[config.mk]
export PLATFORM = sky130hd
export DESIGN_NAME = full_sub_3bit
export DESIGN_NICKNAME = d
export VERILOG_FILES = /design/src/rtl/full_sub_3bit_pkg.sv /design/src/rtl/full_sub_1bit.sv /design/src/rtl/full_sub_3bit.sv
export SDC_FILE = /design/constraint.sdc
export NUM_CORES = 1
export LEC_CHECK = 0
export ABC_AREA = 1
export BUFFER_PORTS_ARGS = -buffer_cell sky130_fd_sc_hd__buf_2
export CORE_AREA = 10 10 47 49
export CTS_CLUSTER_DIAMETER = 150
export DETAILED_ROUTE_END_ITERATION = 6
export DIE_AREA = 0 0 57 59
export PLACE_DENSITY_LB_ADDON = 0.3
export SETUP_SLACK_MARGIN = 0.5
export SYNTH_ARGS = -nofsm -noshare
export SYNTH_HDL_FRONTEND = slang
export SYNTH_SLANG_ARGS = --single-unit
[constraint.sdc]
create_clock -name clk -period 4.1 [get_ports clk]
set_input_delay 0.41 -clock clk [delete_from_list [all_inputs] [get_ports clk]]
set_output_delay 0.41 -clock clk [all_outputs]
set_load 0.1 [all_outputs]
[src/rtl/full_sub_3bit_pkg.sv]
// full_sub_3bit_pkg: shared width constant and vector type
// for the registered 3-bit subtractor.
package full_sub_3bit_pkg;

  localparam int SUB_W = 3;

  typedef logic [SUB_W-1:0] sub_vec_t;

endpackage

[src/rtl/full_sub_1bit.sv]
// full_sub_1bit: one-bit full-subtractor cell.
// Ports: a - b - bin -> d, borrow-out bout.
module full_sub_1bit (
  input  logic a,
  input  logic b,
  input  logic bin,
  output logic d,
  output logic bout
);

  assign d    = a ^ b ^ bin;
  // borrow when b exceeds a, or they match and a borrow ripples in
  assign bout = (~a & b) | (~(a ^ b) & bin);

endmodule

[src/rtl/full_sub_3bit.sv]
// full_sub_3bit: registered 3-bit ripple subtractor, D = A - B - bin mod 8.
// Ports: A0..A2, B0..B2, bin, in_valid in; D0..D2, bout, out_valid registered.
module full_sub_3bit
  import full_sub_3bit_pkg::*;
(
  output logic D0,
  output logic D1,
  output logic D2,
  input  logic A0,
  input  logic A1,
  input  logic A2,
  input  logic B0,
  input  logic B1,
  input  logic B2,
  input  logic clk,
  input  logic rst,
  input  logic bin,
  input  logic in_valid,
  output logic bout,
  output logic out_valid
);

  sub_vec_t         a_v;
  sub_vec_t         b_v;
  sub_vec_t         d_c;
  logic [SUB_W:0]   brw;

  sub_vec_t         d_q;
  logic             bout_q;
  logic             vld_q;

  assign a_v    = {A2, A1, A0};
  assign b_v    = {B2, B1, B0};
  assign brw[0] = bin;

  for (genvar i = 0; i < SUB_W; i++) begin : g_cell
    full_sub_1bit u_cell (
      .a    (a_v[i]),
      .b    (b_v[i]),
      .bin  (brw[i]),
      .d    (d_c[i]),
      .bout (brw[i+1])
    );
  end

  always_ff @(posedge clk) begin
    if (rst) begin
      d_q    <= '0;
      bout_q <= 1'b0;
      vld_q  <= 1'b0;
    end else begin
      vld_q <= in_valid;
      if (in_valid) begin
        d_q    <= d_c;
        bout_q <= brw[SUB_W];
      end
    end
  end

  assign D0        = d_q[0];
  assign D1        = d_q[1];
  assign D2        = d_q[2];
  assign bout      = bout_q;
  assign out_valid = vld_q;

endmodule

Word level (Yosys, flattened, before mapping):

Index checks and enable logic that the tools add are counted.

* word-level logic and storage cells: 24
* bits in writable memories: 0
* output and inout bits: 5
* memories kept: 0
* ROM bits: 0
* bits of input ports: 10
* bits in latches: 0
* bits in registers: 5

* bitwise logic cells: 21
* multiply operators: 0
* magnitude comparators: 0
* $add $sub $neg: 0
* equal/unequal tests: 0
* divide/modulo/power cells: 0
* mux-type cells: 0
* reduce and logical (&&, ||, !) cells: 0
* shift-type cells: 0

Operators with widths (count)
* $and 1x1->1: 6
* $not 1->1: 6
* $xor 1x1->1: 6
* $or 1x1->1: 3

Depth between registers and ports, before layout:

* word-level depth: 8
* gate-level depth with buffers: 10
* mapped depth without buffers: 10

Modules after synthesis:

From an unflattened synthesis, not the netlist that was laid out.

* cell total of the unflattened synthesis: 41
* area, all modules: 301.5 µm²

Modules (own cells, without submodules)
* full_sub_3bit: sequential area each 100.1 µm², cells each 29, area each 207.7 µm², times used 1
* full_sub_1bit: sequential area each 0.0 µm², cells each 4, area each 31.3 µm², times used 3

Worst setup path before layout:

OpenSTA, ideal clock, no wires.

* kind: input to register
* from: input B0
* to: register d_q[2]
* data arrival time: 1.662 ns
* data required time: 3.982 ns
* setup slack: 2.320 ns
* setup time: 0.118 ns
* stages: 10
* path through: inv_1 > fa_1 > inv_1 > fa_1 > inv_1 > fa_1 > inv_1 > nand2_2 > nand2_1 > nor2_1

* cells in the longest elaborated chain, start to end: 7

RTL lines
* from (decl): RTL line full_sub_3bit.sv:12 `input logic B0,`
* $xor 1x1->1: RTL line full_sub_1bit.sv:13 `assign bout = (~a & b) | (~(a ^ b) & bin);`
* $not 1->1: RTL line full_sub_1bit.sv:13
* $and 1x1->1: RTL line full_sub_1bit.sv:13
* $or 1x1->1 *: RTL line full_sub_1bit.sv:13
* $and 1x1->1 *: RTL line full_sub_1bit.sv:13
* $or 1x1->1 *: RTL line full_sub_1bit.sv:13
* $xor 1x1->1 *: RTL line full_sub_1bit.sv:11 `assign d = a ^ b ^ bin;`
* via g_cell[2].u_cell.d: RTL line full_sub_1bit.sv:7 `output logic d,`
* to (signal assigned): RTL line full_sub_3bit.sv:48 `d_q <= '0;`
* to (signal assigned): RTL line full_sub_3bit.sv:54 `d_q <= d_c;`
* to (decl): RTL line full_sub_3bit.sv:28 `sub_vec_t d_q;`

Mark *: on every way through the listed nets, which the timed path passes. The rest lies on a longest branch.
A chain may end at the register's enable or synchronous reset.

Worst setup path after layout:

* from: input A0
* to: register d_q[2]

* cells in the longest elaborated chain, start to end: 7

RTL lines
* from (decl): RTL line full_sub_3bit.sv:9 `input logic A0,`
* $xor 1x1->1: RTL line full_sub_1bit.sv:13
* $not 1->1: RTL line full_sub_1bit.sv:13
* $and 1x1->1: RTL line full_sub_1bit.sv:13
* $or 1x1->1 *: RTL line full_sub_1bit.sv:13
* $and 1x1->1 *: RTL line full_sub_1bit.sv:13
* $or 1x1->1 *: RTL line full_sub_1bit.sv:13
* $xor 1x1->1 *: RTL line full_sub_1bit.sv:11
* via g_cell[2].u_cell.d: RTL line full_sub_1bit.sv:7

Marks and branches as above.

==> out/summary.txt <==
initial core utilization -> 19.8%
pwr dens -> 430 mW/mm²
relative max-transition margin -> 67.5%
final worst slack -> 2.41 ns
register area share after synthesis -> 36.0%
Num Clock Sinks -> 5
share of cells above drive strength 1 -> 35.8%
Die Y-Extent -> 59 µm
critical setup path kind -> in2reg
synthesized area per cell -> 7.72 µm²
Max Slew Vio Count -> 0
Worst Skew -> 0 ns
gr ovfl total -> 0
Final HPWL DP -> 504 µm
CTS tree -> done
Synth Net Count -> 49
Final Cycle Share -> 41.1%
RSZ-0062 raised after global routing -> false
largest net degree at the start of global routing -> 10
power after layout -> 165 µW
most common cell in the netlist -> inv_1
Mapped Area -> 278 µm²
DIE WIDTH -> 57 µm
minimum clock period after layout -> 1.69 ns
peak supply drop -> 112 µV
area grow syn2layout -> 37.8%
asr flop ratio synth -> 0%
Fmax -> 593 MHz
Ant. Diodes -> 0
Max Buffers Root-to-Sink -> 2
Final GP Congestion -> 0.670
initial drt markers -> 0
ranking of synthesized cells by area -> dfxtp_1 (36%), fa_1 (22%), inv_1 (14%), nor2_1 (12%), nand2_1 (8.1%)
Leak Pwr -> 0.231 nW
GRT Total Usage -> 4.63%
Worst Tran Pin Value -> 0.491 ns
Synth Flop Type -> dfxtp_1
global-route wire length before repair -> 1150 µm
Top Layer Used -> met4
Post-CTS Setup Inserts -> 0
worst skew pair latency -> 0.24 ns
# IOs -> 15
detailed-router iteration count before antenna repair -> 1
# rows -> 14
routed len/inst -> 8.49 µm
Warnings, synthesis -> 0
drt via density -> 3.36
number of global-route vias before repair -> 275
CTS clk-pin slew, worst paths -> 0.04 ns
Synth top cells by count -> inv_1 (10), nor2_1 (9), nand2_1 (6), dfxtp_1 (5), fa_1 (3)
cells after synthesis -> 36
met3 routed WL -> 95 µm
Startpoint Class -> input port
antenna violations before repair -> 0
pre-CTS setup slack -> 2.14 ns
met1 WL -> 231 µm
Gates resized, CTS repair -> 0
Clock Tree Root -> clkbuf_4
CP max FO -> 1
CP arrival -> 1.86 ns
met2 routed wirelength -> 234 µm
Hold Slack -> 0.340 ns
CTS Buf Count -> 3
detailed-route via count -> 232
CTS Hold Bufs -> 0
full die area -> 0.00336 mm²
Core Region -> 0.00140 mm²
Hold Crit Class -> in2reg
DRC Markers -> 0
Yosys top cell by area -> dfxtp_1
status -> completed
Sum Neg Setup Slack -> 0 ns
WP data required -> 4.28 ns
Max-cap violations -> 0
Distinct cells, synth -> 7
H-tree depth -> 1
endpoints failing setup -> 0
Yosys top cell area share -> 36.0%
routed wire length -> 586 µm
CP endpoint kind -> register
PortBufs -> 14
DRT antenna net count -> 0
Post-synth EDFFs -> 0
#FFs+latches synth -> 5
Nets -> 67
Fin. Hold Viols -> 0
flip-flops by register name, indices dropped and copies added, names as in the netlist:
signal,count
out_valid,1
d_q,3
bout,1
power by group:
part | leakage (nW) | switching (mW) | internal (mW)
logic | 0.175 | 0.0424 | 0.0124
clock network | 0.0150 | 0.0186 | 0.0367
registers | 0.0416 | 0.00164 | 0.0529
total | 0.231 | 0.0627 | 0.102
worst paths after layout:
path / startpoint / end / slack, ns / depth (start not counted)
setup reg to reg: d_q[1] / d_q[1] / 3.56 / 2
hold / removal: rst / out_valid / 0.34 / 2
hold reg to reg: d_q[2] / d_q[2] / 0.47 / 2
setup / recovery: A0 / d_q[2] / 2.41 / 10
placed cells by master, fill, tap and decap left out:
cell type	n
fa_1	3
dfxtp_1	5
buf_2	14
clkbuf_4	3
clkbuf_1	1
nor2_1	9
nand2_1	6
inv_1	10
nand2_2	2
logic make-up after synthesis:
group,count (synthesis),synth area share (%)
fa+ha+maj,3,21.6
buf+inv,11,17.6
flops,5,36.0
simple gates,17,24.8
worst max-delay path, cell delays in order:
cell     delay, ns
buf_2         0.11
fa_1          0.40
inv_1         0.07
fa_1          0.15
inv_1         0.05
fa_1          0.47
inv_1         0.05
nand2_2       0.04
nand2_1       0.04
nor2_1        0.07
stage by stage:
stage               utilization (%)  instances  cell area [µm²]
floorplan                         -         36              278
global placement               25.4         65              357
detailed placement             25.4         65              357
CTS                            27.3         69              383
global route                   27.3         69              383
finish                         27.3         69              383
cell type report:
class / count / area [µm²]
well taps: 16 / 20.0
multi-input cells: 20 / 129
repair buffers: 14 / 70.1
fillers: 173 / 1020
inverters: 10 / 37.5
flip-flops and latches: 5 / 100
clock buffers: 4 / 26.3
metal layers:
layer	GRT usage (%)	up-vias
met1	4.05	88
met2	5.58	12
met5	0	-
met4	7.05	0
li1	-	130
met3	3.43	2
Note: power is estimated with default switching activity, not from simulation.
